<file path="config.mk">
export PLATFORM = sky130hd
export DESIGN_NAME = sevseg_scan_controller
export DESIGN_NICKNAME = d
export VERILOG_FILES = /design/src/rtl/sevseg_scan_controller.sv
export SDC_FILE = /design/constraint.sdc
export NUM_CORES = 1
export LEC_CHECK = 0
export ABC_AREA = 1
export CAP_MARGIN = 5
export CELL_PAD_IN_SITES_DETAIL_PLACEMENT = 1
export CELL_PAD_IN_SITES_GLOBAL_PLACEMENT = 2
export CORE_AREA = 2 2 105 107
export DETAILED_ROUTE_END_ITERATION = 12
export DIE_AREA = 0 0 107 109
export DONT_BUFFER_PORTS = 1
export PLACE_DENSITY_LB_ADDON = 0.08
export SLEW_MARGIN = 5
export SYNTH_ARGS = -nofsm -noshare
export SYNTH_HDL_FRONTEND = slang
export SYNTH_SLANG_ARGS = --single-unit
</file>
<file path="constraint.sdc">
create_clock -name cmosClock -period 1.79 [get_ports cmosClock]
set_clock_uncertainty 0.05 [all_clocks]
set_input_delay 0.358 -clock cmosClock [delete_from_list [all_inputs] [get_ports cmosClock]]
set_output_delay 0.358 -clock cmosClock [all_outputs]
set_load 0.01 [all_outputs]
</file>
<file path="src/rtl/sevseg_scan_controller.sv">
// Four-digit common-anode seven-segment scan controller with dead-time blanking and a frame-synchronised shadow register.
// Optional: define SEVSEG_LEADING_ZERO_BLANK_EN to blank leading zero digits (digit 0 always shown).
module sevseg_scan_controller #(
    parameter int CLOCK_DIV    = 100000,
    parameter int BLANK_CYCLES = 16
) (
    input  logic        cmosClock,
    input  logic        reset,
    input  logic [15:0] dataIn,
    input  logic [3:0]  dpIn,
    input  logic        dataValid,
    output logic        dataReady,
    output logic        frameStart,
    output logic [3:0]  sevenSegmentEnable,
    output logic [7:0]  sevenSegmentData
);

    localparam int PRESCALE_W = (CLOCK_DIV > 1) ? $clog2(CLOCK_DIV) : 1;

    typedef enum logic {
        SCAN_BLANK,
        SCAN_ON
    } scan_state_t;

    logic [PRESCALE_W-1:0] prescaler;
    logic [1:0]            digit_index;
    logic                  primed;
    scan_state_t           state;
    scan_state_t           state_next;

    logic [15:0] display_data;
    logic [3:0]  display_dp;
    logic [15:0] pending_data;
    logic [3:0]  pending_dp;
    logic        pending;
    logic        pending_next;

    logic        slot_end;
    logic        frame_end;
    logic        accept;
    logic [3:0]  nibble;
    logic [6:0]  segments;
    logic        blank_digit;
    logic [3:0]  enable_next;
    logic [7:0]  segment_next;

    assign slot_end  = (prescaler == PRESCALE_W'(CLOCK_DIV - 1));
    // The first slot after reset acts as a priming slot, so its boundary already starts a frame on digit 0.
    assign frame_end = slot_end && ((digit_index == 2'd3) || !primed);
    assign accept    = dataValid && dataReady;
    assign pending_next = accept || (pending && !frame_end);

    always_ff @(posedge cmosClock) begin
        if (reset) begin
            prescaler   <= '0;
            digit_index <= 2'd0;
            primed      <= 1'b0;
        end else if (slot_end) begin
            prescaler   <= '0;
            primed      <= 1'b1;
            digit_index <= primed ? digit_index + 2'd1 : 2'd0;
        end else begin
            prescaler   <= prescaler + 1'b1;
        end
    end

    always_ff @(posedge cmosClock) begin
        if (reset) begin
            state <= SCAN_BLANK;
        end else begin
            state <= state_next;
        end
    end

    always_comb begin
        state_next = state;
        if (slot_end) begin
            state_next = (BLANK_CYCLES == 0) ? SCAN_ON : SCAN_BLANK;
        end else if ((state == SCAN_BLANK) && (prescaler == PRESCALE_W'(BLANK_CYCLES - 1))) begin
            state_next = SCAN_ON;
        end
    end

    // Shadow register only reaches the display at a frame boundary, which keeps frames tear-free.
    always_ff @(posedge cmosClock) begin
        if (reset) begin
            pending      <= 1'b0;
            pending_data <= 16'h0000;
            pending_dp   <= 4'h0;
            display_data <= 16'h0000;
            display_dp   <= 4'h0;
            dataReady    <= 1'b0;
            frameStart   <= 1'b0;
        end else begin
            frameStart <= frame_end;
            if (frame_end && pending) begin
                display_data <= pending_data;
                display_dp   <= pending_dp;
            end
            if (accept) begin
                pending_data <= dataIn;
                pending_dp   <= dpIn;
            end
            pending   <= pending_next;
            dataReady <= !pending_next;
        end
    end

    assign nibble = display_data[{digit_index, 2'b00} +: 4];

    always_comb begin
        case (nibble)
            4'h0:    segments = 7'h40;
            4'h1:    segments = 7'h79;
            4'h2:    segments = 7'h24;
            4'h3:    segments = 7'h30;
            4'h4:    segments = 7'h19;
            4'h5:    segments = 7'h12;
            4'h6:    segments = 7'h02;
            4'h7:    segments = 7'h78;
            4'h8:    segments = 7'h00;
            4'h9:    segments = 7'h10;
            4'hA:    segments = 7'h08;
            4'hB:    segments = 7'h03;
            4'hC:    segments = 7'h46;
            4'hD:    segments = 7'h21;
            4'hE:    segments = 7'h06;
            default: segments = 7'h0E;
        endcase
    end

`ifdef SEVSEG_LEADING_ZERO_BLANK_EN
    assign blank_digit = (digit_index != 2'd0) && ((display_data >> {digit_index, 2'b00}) == 16'h0000);
`else
    assign blank_digit = 1'b0;
`endif

    always_comb begin
        enable_next  = 4'b1111;
        segment_next = 8'hFF;
        if (state == SCAN_ON) begin
            enable_next  = ~(4'b0001 << digit_index);
            segment_next = {~display_dp[digit_index], blank_digit ? 7'h7F : segments};
        end
    end

    always_ff @(posedge cmosClock) begin
        if (reset) begin
            sevenSegmentEnable <= 4'b1111;
            sevenSegmentData   <= 8'hFF;
        end else begin
            sevenSegmentEnable <= enable_next;
            sevenSegmentData   <= segment_next;
        end
    end

endmodule

</file>
==> run_results.csv <==
group,metric,value,unit
run_status,status,"finished clean",
yosys,ys_warn_count,0,
yosys,yosysMostFrequentCell,"nor2_1",
worst_setup_path,worstPathArrival,1.93,ns
grt,grt_first_pass_wirelength,13400,um
timing,fin_ws,0.108,ns
pwr,finalPower,0.00329,W
clock_tree,h-tree-depth,3,
yosys,yosysSeqAreaShare,45.8,%
finish,diodes,0,
yosys,async_reset_ff_share,0,%
grt,grt_max_degree,41,
clock_tree,cts_tree,"built",
clock_tree,cts.path.max_buffers,2,
detailed_routing,drcViolationCount,0,
placed_design,hpwlAfterDp,5950,um
timing,fmax,595,MHz
yosys,yosys.area.top_type,"dfxtp_1",
yosys,synth-seq-cells,76,
timing,fin_setup_tns,0,ns
yosys,synth_area_per_cell,7.12,um2
die,start_util,31.3,%
timing,period_share,94.0,%
grt,grt_pass1_vias,2742,
yosys,syn_area,3320,um2
detailed_routing,drt_wl_total,8080,um
finish,drive_gt1_share,9.92,%
worst_hold_path,worstHoldPathType,"in2reg",
yosys,ys_top_cells_by_count,"nor2_1 (110), nand2_1 (100), dfxtp_1 (76)",
worst_setup_path,crit_type,"reg2reg",
yosys,synth_nets,500,
grt,grt_remaining_overflow,0,
pwr,p_per_area,868,nW/um2
die,fp.dieW,107,um
worst_setup_path,end_kind,"flip-flop",
grt,grt_use_total,14.8,%
yosys,synth_ff_type,"dfxtp_1",
yosys,syn_inst,466,
placed_design,routabilityCongestion,0.801,
die,rows,38,
placed_design,port_buffers,0,
finish,instances_no_fill,624,
timing,fin_crit,1.68,ns
timing,maxSlewHeadroom,59.4,%
finish,area_growth,14.2,%
detailed_routing,dr.first_iter.drc_count,87,
detailed_routing,wl_per_cell,12.9,um
finish,fin_nets,514,
worst_setup_path,reg2reg_slack,0.11,ns
detailed_routing,antenna_left,0,
yosys,synth_edf_count,0,
grt,antenna_found_initial,0,
detailed_routing,vias,2850,
timing,drv_slew,0,
pwr,peakVddDrop,304,uV
die,ios,37,
yosys,synthTopCellsByArea,"dfxtp_1 (46%), nor2_1 (12%), nand2_1 (11%)",
timing,setup_violations,0,
yosys,synth_cell_types,31,
finish,fillers,1336,
placed_design,dp_cells,605,
detailed_routing,viasPerCell,4.57,
yosys,yosysTopAreaCellShare,45.8,%
clock_tree,clock_sinks,76,
clock_tree,cts_root_buf,"clkbuf_8",
timing,hold_viol,0,
clock_tree,clkTransAtPathRegs,0.08,ns
die,fp.coreArea,10600,um2
die,dieArea,11700,um2
finish,multi_input_area,1540,um2
finish,register_area,1530,um2
pwr,leakagePower,1.68,nW
run,drv_cap,0,
detailed_routing,dr.pass1.iters,4,
placed_design,place_ws,-0.00754,ns
worst_setup_path,critPathMaxFanout,5,
worst_setup_path,cp-start-kind,"flip-flop",
timing,worst_slew_pin_slew,0.609,ns
worst_setup_path,cp.required,2.04,ns
clock_tree,clock_latency,0.35,ns
clock_tree,cts_buffers,9,
die,die_y,109,um
[layout make-up]
cell class,instances,area share [%]
Multi-Input combinational cell,327,40.5
Sequential cell,76,40.3
Inverter,47,4.66
Tap cell,140,4.62
Timing Repair Buffer,19,4.49
Clock buffer,10,3.37
Clock inverter,5,2.05
[per-stage QoR]
step / hold slack, ns / util, % / cell area (um2)
global route: 0.0138 / 35.7 / 3790
finish: 0.0367 / 35.7 / 3790
CTS: 0.0215 / 35.4 / 3760
floorplan: 0.367 / - / 3320
global placement: 0.378 / 33.4 / 3540
detailed placement: 0.380 / 33.4 / 3540
[worst max-delay path: stages, from the launching register on]
cell,delay (ns)
dfxtp_2,0.35
buf_4,0.15
a21oi_1,0.15
o21ai_0,0.11
nand2_1,0.13
buf_4,0.14
ha_1,0.23
o21ai_0,0.18
nand2_1,0.07
nand3_1,0.07
[repair_timing]
item	CTS	global route
setup buffers	0	3
hold endpoints to repair	2	0
hold buffers	1	0
gates resized for setup	1	5
pin swaps	0	2
setup endpoints to repair	3	7
[flip-flops by register name, indices dropped and copies added, names as in the netlist]
| register | count |
|---|---|
| prescaler | 17 |
| display_data | 16 |
| pending_data | 16 |
| sevenSegmentData | 8 |
| display_dp | 4 |
| pending_dp | 4 |
| sevenSegmentEnable | 4 |
| digit_index | 2 |
| dataReady | 1 |
| frameStart | 1 |
| pending | 1 |
| primed | 1 |
| state | 1 |
[layer usage]
metal | up-vias | wire length, um | part of all wire (%) | GRT usage (%)
met5 | - | 0 | 0 | 0
met4 | 0 | 127 | 1.6 | 6.40
met3 | 12 | 230 | 2.8 | 3.17
met2 | 41 | 3470 | 43 | 21.7
met1 | 1306 | 4240 | 53 | 20.9
li1 | 1491 | - | - | -
[power breakdown]
group | switching, W | total, W | internal (W)
clock network | 0.000643 | 0.00142 | 0.000773
logic | 0.0000741 | 0.000116 | 0.0000422
registers | 0.0000252 | 0.00176 | 0.00173
[final timing paths]
kind                                startpoint                  end  cells past startpoint
worst max-delay path            digit_index[0]  sevenSegmentData[3]                      9
worst min-delay path                     reset           frameStart                      1
worst max register to register  digit_index[0]  sevenSegmentData[3]                      9
worst min register to register    prescaler[0]         prescaler[0]                      1
[cells in the final DEF (no fill, tap or decap)]
| cell | Yosys | layout |
|---|---|---|
| ha_1 | 11 | 11 |
| xor2_1 | 4 | 4 |
| clkinv_2 | 0 | 2 |
| nor3_1 | 2 | 2 |
| a21oi_1 | 19 | 19 |
| inv_1 | 44 | 43 |
| o31ai_1 | 1 | 1 |
| nor3_2 | 1 | 1 |
| o21bai_1 | 1 | 1 |
| clkinv_1 | 1 | 1 |
| nand3_1 | 18 | 18 |
| or2_0 | 1 | 1 |
| nand2_2 | 3 | 5 |
| nor2_2 | 1 | 1 |
| nor3_4 | 1 | 1 |
| nand4_1 | 7 | 7 |
| nand2_1 | 100 | 98 |
| dlygate4sd3_1 | 0 | 1 |
| clkbuf_1 | 6 | 1 |
| nor4_1 | 1 | 1 |
| bufinv_16 | 0 | 2 |
| dfxtp_4 | 0 | 1 |
| o22ai_1 | 1 | 1 |
| dfxtp_2 | 0 | 1 |
| or2_2 | 2 | 2 |
| o21ai_0 | 36 | 36 |
| dfxtp_1 | 76 | 74 |
| inv_2 | 2 | 3 |
| o211ai_1 | 1 | 1 |
| nor3b_1 | 2 | 2 |
| a31oi_1 | 3 | 3 |
| clkinvlp_4 | 0 | 1 |
| buf_12 | 0 | 2 |
| clkbuf_8 | 0 | 9 |
| nor2_1 | 110 | 110 |
| buf_4 | 2 | 16 |
| nand4_2 | 1 | 1 |
[kinds of logic after synthesis]
| group | count (synthesis) | synth area share [%] |
|---|---|---|
| buf+inv | 63 | 8.03 |
| flops | 76 | 45.8 |
| xor+xnor | 4 | 1.06 |
| compound gates | 62 | 9.73 |
| simple gates | 250 | 31.2 |
| fa+ha+maj | 11 | 4.15 |
Note: power is estimated with default switching activity, not from simulation.
